<file path="src/rtl/pipe_hazard_ctrl.sv">
`default_nettype none
// ============================================================================
// Module      : pipe_hazard_ctrl
// Description : Pipeline stall/flush/bubble sequencing for RAW hazards, taken
//               branches and multi-cycle data-memory accesses, with memory
//               timeout halt and a saturating stall-cycle counter.
//               Optional macro HAZARD_FWD_EN: forwarding present, stall on
//               load-use only.
// Revision    : 1.0 - initial release
// ============================================================================
module pipe_hazard_ctrl #(
  parameter int REG_W       = 4,
  parameter int CNT_W       = 16,
  parameter int MEM_TIMEOUT = 64
) (
  input  logic             clk,
  input  logic             rst,
  input  logic [REG_W-1:0] src1,
  input  logic [REG_W-1:0] src2,
  input  logic             two_src,
  input  logic             id_valid,
  input  logic [REG_W-1:0] ex_dst,
  input  logic             ex_wb_en,
  input  logic             ex_mem_read,
  input  logic [REG_W-1:0] mem_dst,
  input  logic             mem_wb_en,
  input  logic             branch_taken,
  input  logic             mem_req,
  input  logic             mem_ready,
  output logic             freeze_front,
  output logic             flush_if,
  output logic             bubble_id,
  output logic             freeze_back,
  output logic             mem_err,
  output logic [1:0]       state,
  output logic [CNT_W-1:0] stall_cnt
);

  localparam int c_WAIT_W = $clog2(MEM_TIMEOUT + 1);
  localparam logic [c_WAIT_W-1:0] c_TIMEOUT  = c_WAIT_W'(MEM_TIMEOUT);
  localparam logic [c_WAIT_W-1:0] c_WAIT_ONE = c_WAIT_W'(1);
  localparam logic [CNT_W-1:0]    c_CNT_ONE  = CNT_W'(1);
  localparam logic [CNT_W-1:0]    c_CNT_MAX  = {CNT_W{1'b1}};

  typedef enum logic [1:0] {
    ST_RUN      = 2'd0,
    ST_MEM_WAIT = 2'd1,
    ST_HALT     = 2'd2
  } state_t;

  state_t              r_state;
  state_t              w_state_nxt;
  logic [c_WAIT_W-1:0] r_wait_cnt;
  logic [c_WAIT_W-1:0] w_wait_cnt_nxt;
  logic                r_mem_err;
  logic                w_mem_err_nxt;
  logic [CNT_W-1:0]    r_stall_cnt;
  logic                w_raw_hazard;
  logic                w_freeze_front;
  logic                w_flush_if;
  logic                w_bubble_id;
  logic                w_freeze_back;

`ifdef HAZARD_FWD_EN
  // Forwarding covers everything except a load whose data is not yet available.
  assign w_raw_hazard = id_valid & ex_wb_en & ex_mem_read &
                        ((src1 == ex_dst) | (two_src & (src2 == ex_dst)));
`else
  assign w_raw_hazard = id_valid &
                        ((ex_wb_en  & (src1 == ex_dst))  |
                         (mem_wb_en & (src1 == mem_dst)) |
                         (two_src & ex_wb_en  & (src2 == ex_dst)) |
                         (two_src & mem_wb_en & (src2 == mem_dst)));
`endif

  always_comb begin
    w_freeze_front = 1'b0;
    w_flush_if     = 1'b0;
    w_bubble_id    = 1'b0;
    w_freeze_back  = 1'b0;
    w_state_nxt    = r_state;
    w_wait_cnt_nxt = r_wait_cnt;
    w_mem_err_nxt  = r_mem_err;
    case (r_state)
      ST_RUN: begin
        if (mem_req & ~mem_ready) begin
          w_freeze_front = 1'b1;
          w_freeze_back  = 1'b1;
          w_state_nxt    = ST_MEM_WAIT;
          w_wait_cnt_nxt = c_WAIT_ONE;
        end else if (branch_taken) begin
          // The ID instruction is squashed, so its hazard no longer matters.
          w_flush_if  = 1'b1;
          w_bubble_id = 1'b1;
        end else if (w_raw_hazard) begin
          w_freeze_front = 1'b1;
          w_bubble_id    = 1'b1;
        end
      end
      ST_MEM_WAIT: begin
        if (mem_ready) begin
          w_state_nxt    = ST_RUN;
          w_wait_cnt_nxt = '0;
        end else if (r_wait_cnt < c_TIMEOUT) begin
          w_freeze_front = 1'b1;
          w_freeze_back  = 1'b1;
          w_wait_cnt_nxt = r_wait_cnt + c_WAIT_ONE;
        end else begin
          w_freeze_front = 1'b1;
          w_freeze_back  = 1'b1;
          w_state_nxt    = ST_HALT;
          w_mem_err_nxt  = 1'b1;
        end
      end
      ST_HALT: begin
        w_freeze_front = 1'b1;
        w_freeze_back  = 1'b1;
      end
      default: begin
        w_state_nxt    = ST_RUN;
        w_wait_cnt_nxt = '0;
      end
    endcase
  end

  always_ff @(posedge clk) begin
    if (rst) begin
      r_state     <= ST_RUN;
      r_wait_cnt  <= '0;
      r_mem_err   <= 1'b0;
      r_stall_cnt <= '0;
    end else begin
      r_state    <= w_state_nxt;
      r_wait_cnt <= w_wait_cnt_nxt;
      r_mem_err  <= w_mem_err_nxt;
      if (w_freeze_front && (r_stall_cnt != c_CNT_MAX)) begin
        r_stall_cnt <= r_stall_cnt + c_CNT_ONE;
      end
    end
  end

  assign freeze_front = w_freeze_front;
  assign flush_if     = w_flush_if;
  assign bubble_id    = w_bubble_id;
  assign freeze_back  = w_freeze_back;
  assign mem_err      = r_mem_err;
  assign state        = r_state;
  assign stall_cnt    = r_stall_cnt;

endmodule
`default_nettype wire

</file>
<file path="config.mk">
export PLATFORM = sky130hd
export DESIGN_NAME = pipe_hazard_ctrl
export DESIGN_NICKNAME = d
export VERILOG_FILES = /design/src/rtl/pipe_hazard_ctrl.sv
export SDC_FILE = /design/constraint.sdc
export NUM_CORES = 1
export LEC_CHECK = 0
export CORE_MARGIN = 2
export CORE_UTILIZATION = 49
export DETAILED_ROUTE_END_ITERATION = 12
export PLACE_DENSITY = 0.82
export SLEW_MARGIN = 20
export SYNTH_ARGS = -nofsm -noshare
export SYNTH_HDL_FRONTEND = slang
export SYNTH_SLANG_ARGS = --single-unit
</file>
<file path="constraint.sdc">
create_clock -name clk -period 2.9 [get_ports clk]
set_input_delay 0.58 -clock clk [delete_from_list [all_inputs] [get_ports clk]]
set_output_delay 0.58 -clock clk [all_outputs]
set_load 0.005 [all_outputs]
</file>
### Yosys cells after proc, flatten, opt, wreduce, memory -nomap -nowiden

Cells that the tools add are included.

* add/sub/neg operators: 2
* multiply operators: 0
* divide/modulo/power cells: 0
* $lt $le $gt $ge: 1
* eq/ne operators: 10
* shift-type cells: 0
* multiplexer cells: 21
* bitwise gates (word level): 14
* reductions and logical operators: 5

Operators by type and width (count)
* $mux 7: 3
* $pmux 7 s3: 1
* $add 16x1->16 const B: 1
* $eq 4x4->1: 4
* $ne 16x16->1 const B: 1
* $mux 1: 11
* $reduce_and 3->1: 3
* $and 1x1->1: 8
* $add 7x1->7 const B: 1
* $lt 7x7->1 const B: 1
* $mux 2: 3
* $ne 3x3->1 const B: 2
* $pmux 1 s3: 2
* $pmux 2 s3: 1
* $not 1->1: 3
* $or 1x1->1: 3
* $eq 2x1->1 const B: 1
* $eq 2x2->1 const B: 1
* $logic_not 2->1: 1
* $ne 2x2->1 const B: 1
* $logic_and 1x1->1: 1

* flip-flop bits (word level): 26
* latch bits: 0
* RAM bits: 0
* bits in read-only memories: 0
* bits of input ports: 26
* output and inout bits: 23
* logic and storage cells: 57
* memories: 0

### Depth between registers and ports, before layout

Gate-level depths: netlist of run 1.

* depth after elaboration: 11
* mapped depth: 9
* mapped depth without buffers: 7

### Least setup slack after synthesis of run 1

No wires, ideal clock.

* kind: in2out
* start: in src2[1]
* end: out freeze_front
* arrival time: 1600 ps
* path slack: 720 ps
* stages on the path: 5
* buffers on the path: 0
* cells stage by stage: inv_2 > a222oi_1 > nor4b_2 > o31ai_2 > o31ai_1

* word-level cells in the longest chain between the ends: 9
* elaborated cells between the ends (all ways): 11

Ends and longest elaborated chain
* from (decl): RTL line 19 `input logic [REG_W-1:0] src2,`
* $eq 4x4->1: RTL line 72 `(two_src & ex_wb_en & (src2 == ex_dst)) |`
* $and 1x1->1: RTL line 72
* $or 1x1->1: RTL line 71 `(mem_wb_en & (src1 == mem_dst)) |`
* $or 1x1->1 (*): RTL line 72
* $and 1x1->1 (*): RTL line 69 `assign w_raw_hazard = id_valid &`
* $mux 1 (*): RTL line 95 `end else if (w_raw_hazard) begin`
* $mux 1 (*): RTL line 91 `end else if (branch_taken) begin`
* $mux 1 (*): RTL line 86 `if (mem_req & ~mem_ready) begin`
* $pmux 1 s3 (*): RTL line 84 `case (r_state)`
* to (decl): RTL line 30 `output logic freeze_front,`

Mark *: on every way between the ends. The rest lies on a longest branch, timed or not.

### Worst setup path after layout of run 1

* start: in src1[0]
* end: reg r_stall_cnt[13], in the netlist stall_cnt[13]

* word-level cells in the longest chain between the ends: 11
* elaborated cells between the ends (all ways): 13

Ends and longest elaborated chain
* from (decl): RTL line 18 `input logic [REG_W-1:0] src1,`
* $eq 4x4->1 (on tied branches): RTL line 70, 71
* $and 1x1->1 (on tied branches): RTL line 70, 71
* $or 1x1->1 (*): RTL line 70 `((ex_wb_en & (src1 == ex_dst)) |`
* $or 1x1->1 (*): RTL line 71
* $or 1x1->1 (*): RTL line 72
* $and 1x1->1 (*): RTL line 69
* $mux 1 (*): RTL line 95
* $mux 1 (*): RTL line 91
* $mux 1 (*): RTL line 86
* $pmux 1 s3 (*): RTL line 84
* $logic_and 1x1->1 (*): RTL line 136 `if (w_freeze_front && (r_stall_cnt != c_CNT_MAX)) begin`
* to (signal assigned): RTL line 137 `r_stall_cnt <= r_stall_cnt + c_CNT_ONE;`
* to (decl): RTL line 57 `logic [CNT_W-1:0] r_stall_cnt;`

Marks and branches as above.
A chain may end at the register's enable or synchronous reset.

==> reports/results.txt, run 1 <==
The number of global-route vias before repair is 1,540. The die boundary height works out to 59.0 um. In this run the cell area of the synthesized design comes to 1480 um^2. The reg-to-reg endpoint was stall_cnt[13]. Across the routed clock network, the largest skew measured is 0.00523 ns. The placer congestion estimate was 0.876; the core box area was 2810 um^2. The post-synthesis share of cell area spent on full adders, half adders and majority gates is 1.69%, and the area growth from synthesis to layout is 42.7%.

The number of input and output port buffers inserted works out to 47. The wire-length estimate of the detail-placed layout is 3120 um. The number of buffers added to fix hold violations after cts is 0, and the number of maximum-capacitance constraint violations is 0.

The fraction of the mapped netlist area in simple logic gates was 27.5%. Of the synthesized area, sequential elements account for 35.1%. The analysis attributes to cell leakage a power of 0.810 nW. The number of fill cells was 207.

The run gives 6960 um as the first-pass GRT wire length. The per-cell via count in the routed design is 5.81. The top-level port count is 49, and the post-synth net total is 207. After synthesis, the largest family of logic cells by area is simple AND/OR/NAND/NOR gates. Counting flops with an async set or reset pin after synthesis yields a share of 0%. Traced cell by cell, the critical path runs through clkdlybuf4s50_1 > xnor2_1 > nand3_1 > o22ai_1 > o31ai_2 > buf_4 > buf_4 > a2bb2oi_2 > buf_12 > or4_1 > a21oi_2.

In the synthesized netlist, the number of instances is 179. Most common flop cell mapped by yosys: sky130_fd_sc_hd__dfxtp_1. For this design the ratio of total power to cell area is 319 nW/um^2. The number of instances on the worst hold path is 2, and the total track usage is 26.2%. For the initial core utilization, the log shows 52.8%. Sorting the synthesized cells by area gives the leading types as sky130_fd_sc_hd__dfxtp_1, sky130_fd_sc_hd__a21oi_1, sky130_fd_sc_hd__xnor2_1. The largest total area in the synthesized netlist belongs to sky130_fd_sc_hd__dfxtp_1.

Among cell families on the critical path, the largest total delay comes from buffers and inverters. After synthesis the netlist holds a flip-flop and latch count of 26. The logs give 1 for the maximum level of the CTS H-tree and 19 for the row count. The worst path buffer plus inverter count was 4; the total area of sequential cells was 520 um^2. The fraction of post-synthesis cell area in the top cell type by area works out to 35.1%. The number of max-slew violations in the final report is 0, and the multiplexer fraction of the synthesized cell area is 3.63%. The worst register-to-register path begins at stall_cnt[0]. The detailed router finished its first iteration with 97 violations. Counting every sink on the clock net gives 26.

The footprint of the multi-input gates came out at 912 um^2. The kind of path behind the tightest hold check is flip-flop to flip-flop. Initial antenna violation count: 0.

TritonCTS built the clock tree. In this run the remaining antenna-violating nets after routing total 0. In the final routed layout, each cell accounts on average for 15.3 um. The setup check on the worst reg-to-reg path leaves a slack of 0.66 ns.

Buffer type at the clock tree root: sky130_fd_sc_hd__clkbuf_4. Summing the areas of all xor and xnor instances in the mapped netlist gives 8.28% of the synthesized area. Post-route clock period utilization: 94.1%. Maximum VDD drop: 358 uV. The number of cells in the design after placement came out at 262. The routed design has 4100 um of wire. Yosys printed 0 warnings. A synthesized cell averages 8.28 um^2. The finished layout holds 268 standard cells, fillers aside. For the hold violation count in the final report, the log shows 0.

The capture endpoint of the worst hold path is mem_err. Timing would allow up to 0.366 GHz. Setup repair after global routing left no endpoint under its margin. The floorplan step set the die width to 59.0 um. The worst register-to-register path has a depth of 8. The classification of the worst setup path was input pin to flip-flop. The element type at the critical path end was a flip-flop. The tools report the count of cell types in the netlist as 43.

The tools report the final routed DRC violation total as 3. The logs give 0 for the final global-route overflow total and 267 for the total number of nets in the final design. Data arrives at the worst endpoint at 2.99 ns.

The top fanout value on the critical path works out to 26. The run finished, with violations left. The largest stage delay on the critical path was 0.54 ns.

The actual transition at the worst max-transition pin is 0.485 ns, and the worst slew margin relative to its limit is 67.5%. The pre-antenna-repair detailed-routing pass consisted of 9 iterations. By instance count, the cell type seen most on the critical path is sky130_fd_sc_hd__buf_4.

At the end of the flow the core is filled with cells to 75.3%. For this block, the via count after detailed routing is 1,556. For the worst-skew pair, the clock arrives at the later sink with an insertion delay of 0.33 ns. The die covers 3480 um^2.

Counting flops with a built-in enable in the synthesized netlist gives 0. The tools report the pin count of the biggest net entering global routing as 27. The smallest clock period supported by the final layout is computed as 2.73 ns.

In this run, CTS created clock tree buffers numbering 3. The run gives 0 as the final antenna diode count. The ratio of cells with drive above 1 in the final layout works out to 15.6%.

Among all stages on the critical path, the largest delay is contributed by sky130_fd_sc_hd__or4_1. The complex-gate fraction of the synthesized area is 19.4%, and the required time at the worst-slack endpoint is 3.16 ns. Setup violations remaining at the end of the flow were counted as 0.

The worst setup path is launched from an input pin. Clock-pin slew was measured on the worst setup and hold paths at 0.13 ns. The checks that failed: design-rule violations.

The start point of the worst hold path is mem_err. The run gives 2 as the maximum clock insertion buffer count.
where the power goes:
part	internal, mW	switching [mW]	total (mW)	leakage [nW]
logic	0.0816	0.0659	0.147	0.586
clock network	0.0489	0.107	0.156	0.0138
registers	0.362	0.00874	0.371	0.210
total	0.493	0.181	0.674	0.810
worst min-delay path: stages (launching register included):
cell,delay (ns)
sky130_fd_sc_hd__dfxtp_1,0.33
sky130_fd_sc_hd__inv_1,0.05
sky130_fd_sc_hd__a21oi_1,0.05
registers in the layout, summed over array words and instances (netlist names):
name	count
stall_cnt	16
r_wait_cnt	7
state	2
mem_err	1
cell usage after synthesis, drive strengths merged, types with 3 or more instances:
master and n:
a21oi 18, and3 4, buf 3, dfxtp 26
inv 9, mux2 3, nand2 11, nand3 10
nand4 4, nor2 13, nor2b 4, o21ai 12
o22ai 3, o31ai 4, or2 3, or3 10
xnor2 8, xor2 6
timing repair:
item | in CTS | in global routing
endpoints found under the setup margin | 2 | 6
setup buffers | 1 | 2
pin swaps | 3 | 5
endpoints found under the hold margin | 0 | 0
cloned | 0 | 0
gates resized for setup | 8 | 14
kinds of logic (layout without fill, tap and decap cells):
kind of cell / after synthesis / count (layout)
XOR/XNOR: 14 / 14
multiplexers: 5 / 5
AND/OR/NAND/NOR: 72 / 72
AO/OA/AOI/OAI: 46 / 46
adder cells (fa/ha/maj): 2 / 2
buffers and inverters: 14 / 72
flip-flops: 26 / 26
layout make-up:
cell class,instances,share of cell area [%]
timing repair buffer,60,27.7
inverter,9,1.60
sequential,26,24.6
clock buffer,3,1.07
tap,31,1.84
multi-input combinational,139,43.2
how the worst max path moves through the flow:
stage	to	from	cells after the start	slack, ns
after floorplan	freeze_front	src2[1]	5	0.72
after global placement	freeze_front	src2[1]	7	-0.28
after detailed placement	freeze_front	src2[1]	7	-0.34
after CTS	freeze_front	src2[1]	7	0.03
after global routing	stall_cnt[13]	src1[0]	11	0.11
final	stall_cnt[13]	src1[0]	11	0.17
per-layer routing:
| metal | GRT usage, % | wire [um] | vias up |
|---|---|---|---|
| li1 | - | - | 774 |
| met5 | 0 | 0 | - |
| met2 | 44.6 | 2040 | 50 |
| met4 | 10.1 | 101 | 0 |
| met3 | 4.80 | 237 | 10 |
| met1 | 32.7 | 1720 | 722 |
through the flow:
step	setup TNS, ns	power, mW	cell area [um^2]	setup WS, ns	hold slack, ns
2_1_floorplan	0	0.440	1480	0.720	0.442
3_3_place_gp	-0.664	0.515	2050	-0.284	0.437
3_5_place_dp	-1.09	0.523	2050	-0.335	0.453
4_1_cts	0	0.672	2070	0.0253	0.472
5_1_grt	0	0.705	2110	0.106	0.498
6_report	0	0.674	2110	0.170	0.468
layout by cell type, fill, tap and decap left out, types with 3 or more instances in the layout:
master                            count
sky130_fd_sc_hd__a21oi_1             17
sky130_fd_sc_hd__and3_1               4
sky130_fd_sc_hd__buf_4               12
sky130_fd_sc_hd__clkbuf_4             3
sky130_fd_sc_hd__clkdlybuf4s50_1     36
sky130_fd_sc_hd__dfxtp_1             26
sky130_fd_sc_hd__dlymetal6s2s_1       7
sky130_fd_sc_hd__inv_1                6
sky130_fd_sc_hd__inv_2                3
sky130_fd_sc_hd__mux2_2               3
sky130_fd_sc_hd__nand2_1             11
sky130_fd_sc_hd__nand3_1             10
sky130_fd_sc_hd__nand4_1              4
sky130_fd_sc_hd__nor2_1              13
sky130_fd_sc_hd__nor2b_1              4
sky130_fd_sc_hd__o21ai_0             10
sky130_fd_sc_hd__o22ai_1              3
sky130_fd_sc_hd__or2_2                3
sky130_fd_sc_hd__or3_1                7
sky130_fd_sc_hd__or3_2                3
sky130_fd_sc_hd__xnor2_1              8
sky130_fd_sc_hd__xor2_1               6
(Power assumes the default switching activity.)
==> run 2: changes to the inputs <==
MAX_ROUTING_LAYER = met4   (was default)
SLEW_MARGIN = default   (was 20)
==> reports/results.txt, run 2 (synthesized netlist as in run 1, its figures left out) <==
The flow ran to the end, but the final reports show violations. Failing checks: design-rule violations (unchanged). The leakage power summed over all cells is 0.810 nW (unchanged).

The run gives 27 (unchanged) as the pin count of the biggest net entering global routing. The maximum clock insertion buffer count is 2 (unchanged). Data arrival time of the critical path: 2.99 ns (about the same). The final antenna diode count came out at 0 (unchanged). The row count came out at 19 (unchanged).

The number of max-slew violations in the final report came out at 0 (unchanged). The number of nets with antenna violations after detailed routing came out at 0 (unchanged). The final global-route overflow total was 0 (unchanged). The post-route clock period utilization works out to 94.1% (about the same). Maximum clock frequency: 0.367 GHz (was 0.366 GHz). The initial core utilization was 52.8% (unchanged); the placer congestion estimate was 0.890 (was 0.876). The count of TritonRoute iterations in the first routing pass is 8 (was 9).

Top library cells by usage in the layout, fill and taps aside: sky130_fd_sc_hd__clkdlybuf4s50_1, sky130_fd_sc_hd__dfxtp_1, sky130_fd_sc_hd__a21oi_1 (unchanged). The clock sink count is 26 (unchanged). Clock edge transition at the registers on the reported setup and hold paths: 0.13 ns (about the same). The final routed wirelength across all metal layers was 4110 um (was 4100 um). The ratio of cells with drive above 1 in the final layout is 15.6% (unchanged). The most frequent standard cell in the layout excluding fill and tap cells is sky130_fd_sc_hd__clkdlybuf4s50_1 (unchanged).

The run gives 3.16 ns (about the same) as the required time at the worst-slack endpoint. Number of design-rule violations left by the first detailed-router iteration: 101 (was 97). The actual transition at the worst max-transition pin works out to 0.500 ns (was 0.485 ns). The number of cells in the design after placement was 262 (unchanged); the total number of nets in the final design was 267 (unchanged). The final critical delay including setup and external delays works out to 2.73 ns (about the same). The number of input and output port buffers inserted was 47 (unchanged). Estimated wirelength of the detail-placed design: 3120 um (unchanged). The total vias in the final route is 1,545 (was 1,556), and the per-cell via count in the routed design is 5.76 (was 5.81). The core box area is 2810 um^2 (unchanged), and the horizontal die dimension is 59.0 um (unchanged). The initial antenna violation count is 0 (unchanged), and the top-level port count is 49 (unchanged). The number of buffers added to fix hold violations after cts was 0 (unchanged); the die boundary height was 59.0 um (unchanged).

For the area of the die, the log shows 3480 um^2 (unchanged). The buffer type at the clock tree root was sky130_fd_sc_hd__clkbuf_4 (unchanged). The top fanout value on the critical path works out to 26 (unchanged). The setup clock skew after layout was 0.00662 ns (was 0.00523 ns). The number of global-route vias before repair is 1,538 (was 1,540). The type of origin of the critical path was an input pin (unchanged). The tools report the total track usage as 26.9% (was 26.2%). The flip-flop count of the largest register after layout works out to 16 (unchanged). The maximum level of the CTS H-tree was 1 (unchanged). The number of standard cells in the final layout excluding fillers was 268 (unchanged); the TritonCTS buffer count was 3 (unchanged). The number of maximum-capacitance constraint violations was 0 (unchanged). The power per cell area works out to 319 nW/um^2 (about the same). TritonCTS built the clock tree. The hold violation count in the final report was 0 (unchanged). Setup repair after global routing left no endpoint under its margin.

The run gives 358 uV (about the same) as the maximum VDD drop. The classification of the worst setup path was input pin to flip-flop (unchanged). The kind of path behind the tightest hold check was flip-flop to flip-flop (unchanged). The run gives 0.675 mW (was 0.674 mW) as the overall power. The detail-routed net length per standard cell was 15.3 um (about the same).

The insertion delay of the later-clocked pin in the worst-skew pair is 0.33 ns (about the same). The number of fill cells was 207 (unchanged); the area growth from synthesis to layout was 42.7% (unchanged). The first-pass GRT wire length is 6960 um (unchanged), and the final routed DRC violation total is 3 (unchanged).

The worst setup timing slack at the placement stage was -0.335 ns (unchanged). The final worst setup slack was 0.172 ns (was 0.170 ns). The run gives 66.6% (was 67.5%) as the worst slew margin relative to its limit.

For the final setup violation count, the log shows 0 (unchanged). The element type at the critical path end is a flip-flop (unchanged). For the smallest hold slack, the log shows 0.468 ns (about the same).
==> run 2: cell counts in the layout (fill, tap and decap cells not counted) <==
No cell type changed its count.
==> run 2: layout make-up <==
cell class                      count  area [um^2]  area share (%)
Tap cell                           31         38.8            1.84
Sequential cell                    26          520            24.6
Clock buffer                        3         22.5            1.07
Inverter                            9         33.8            1.60
Multi-Input combinational cell    139          912            43.2
Timing Repair Buffer               60          586            27.7
==> run 2: final timing paths <==
path	from	endpoint	slack (ns)	cells past startpoint
setup / recovery	src1[0]	stall_cnt[13]	0.17	11
hold / removal	mem_err	mem_err	0.47	2
setup reg to reg	stall_cnt[0]	stall_cnt[13]	0.66	8
hold reg to reg	mem_err	mem_err	0.47	2
==> run 2: worst max-delay path, cell delays in order <==
cell                              delay [ns]
sky130_fd_sc_hd__clkdlybuf4s50_1        0.51
sky130_fd_sc_hd__xnor2_1                0.13
sky130_fd_sc_hd__nand3_1                0.11
sky130_fd_sc_hd__o22ai_1                0.22
sky130_fd_sc_hd__o31ai_2                0.14
sky130_fd_sc_hd__buf_4                  0.15
sky130_fd_sc_hd__buf_4                  0.12
sky130_fd_sc_hd__a2bb2oi_2              0.17
sky130_fd_sc_hd__buf_12                 0.16
sky130_fd_sc_hd__or4_1                  0.54
sky130_fd_sc_hd__a21oi_2                0.15
==> run 2: metrics by stage <==
step / util, % / TNS (ns) / cell area (um^2)
4_1_cts: 74.0 / 0 / 2070
5_1_grt: 75.3 / 0 / 2110
6_report: 75.3 / 0 / 2110
3_3_place_gp: 73.0 / -0.664 / 2050
3_5_place_dp: 73.0 / -1.09 / 2050
2_1_floorplan: - / 0 / 1480
==> run 2: timing repair <==
item / in CTS / in global routing
setup endpoints to repair: 2 / 6
gates resized for setup: 8 / 14
pin swaps: 3 / 5
buffers inserted: 1 / 2
==> run 2: power by group <==
group / internal [mW] / leakage (nW) / switching [mW] / total (mW)
sequential: 0.362 / 0.210 / 0.00876 / 0.371
clock: 0.0489 / 0.0138 / 0.107 / 0.156
combinational: 0.0816 / 0.586 / 0.0662 / 0.148
==> run 2: per-layer routing <==
layer	wire [um]	vias up	GRT usage (%)
li1	-	775	-
met1	1790	721	32.8
met2	2030	39	44.6
met3	180	10	4.59
met4	101	0	10.1
met5	0	-	-
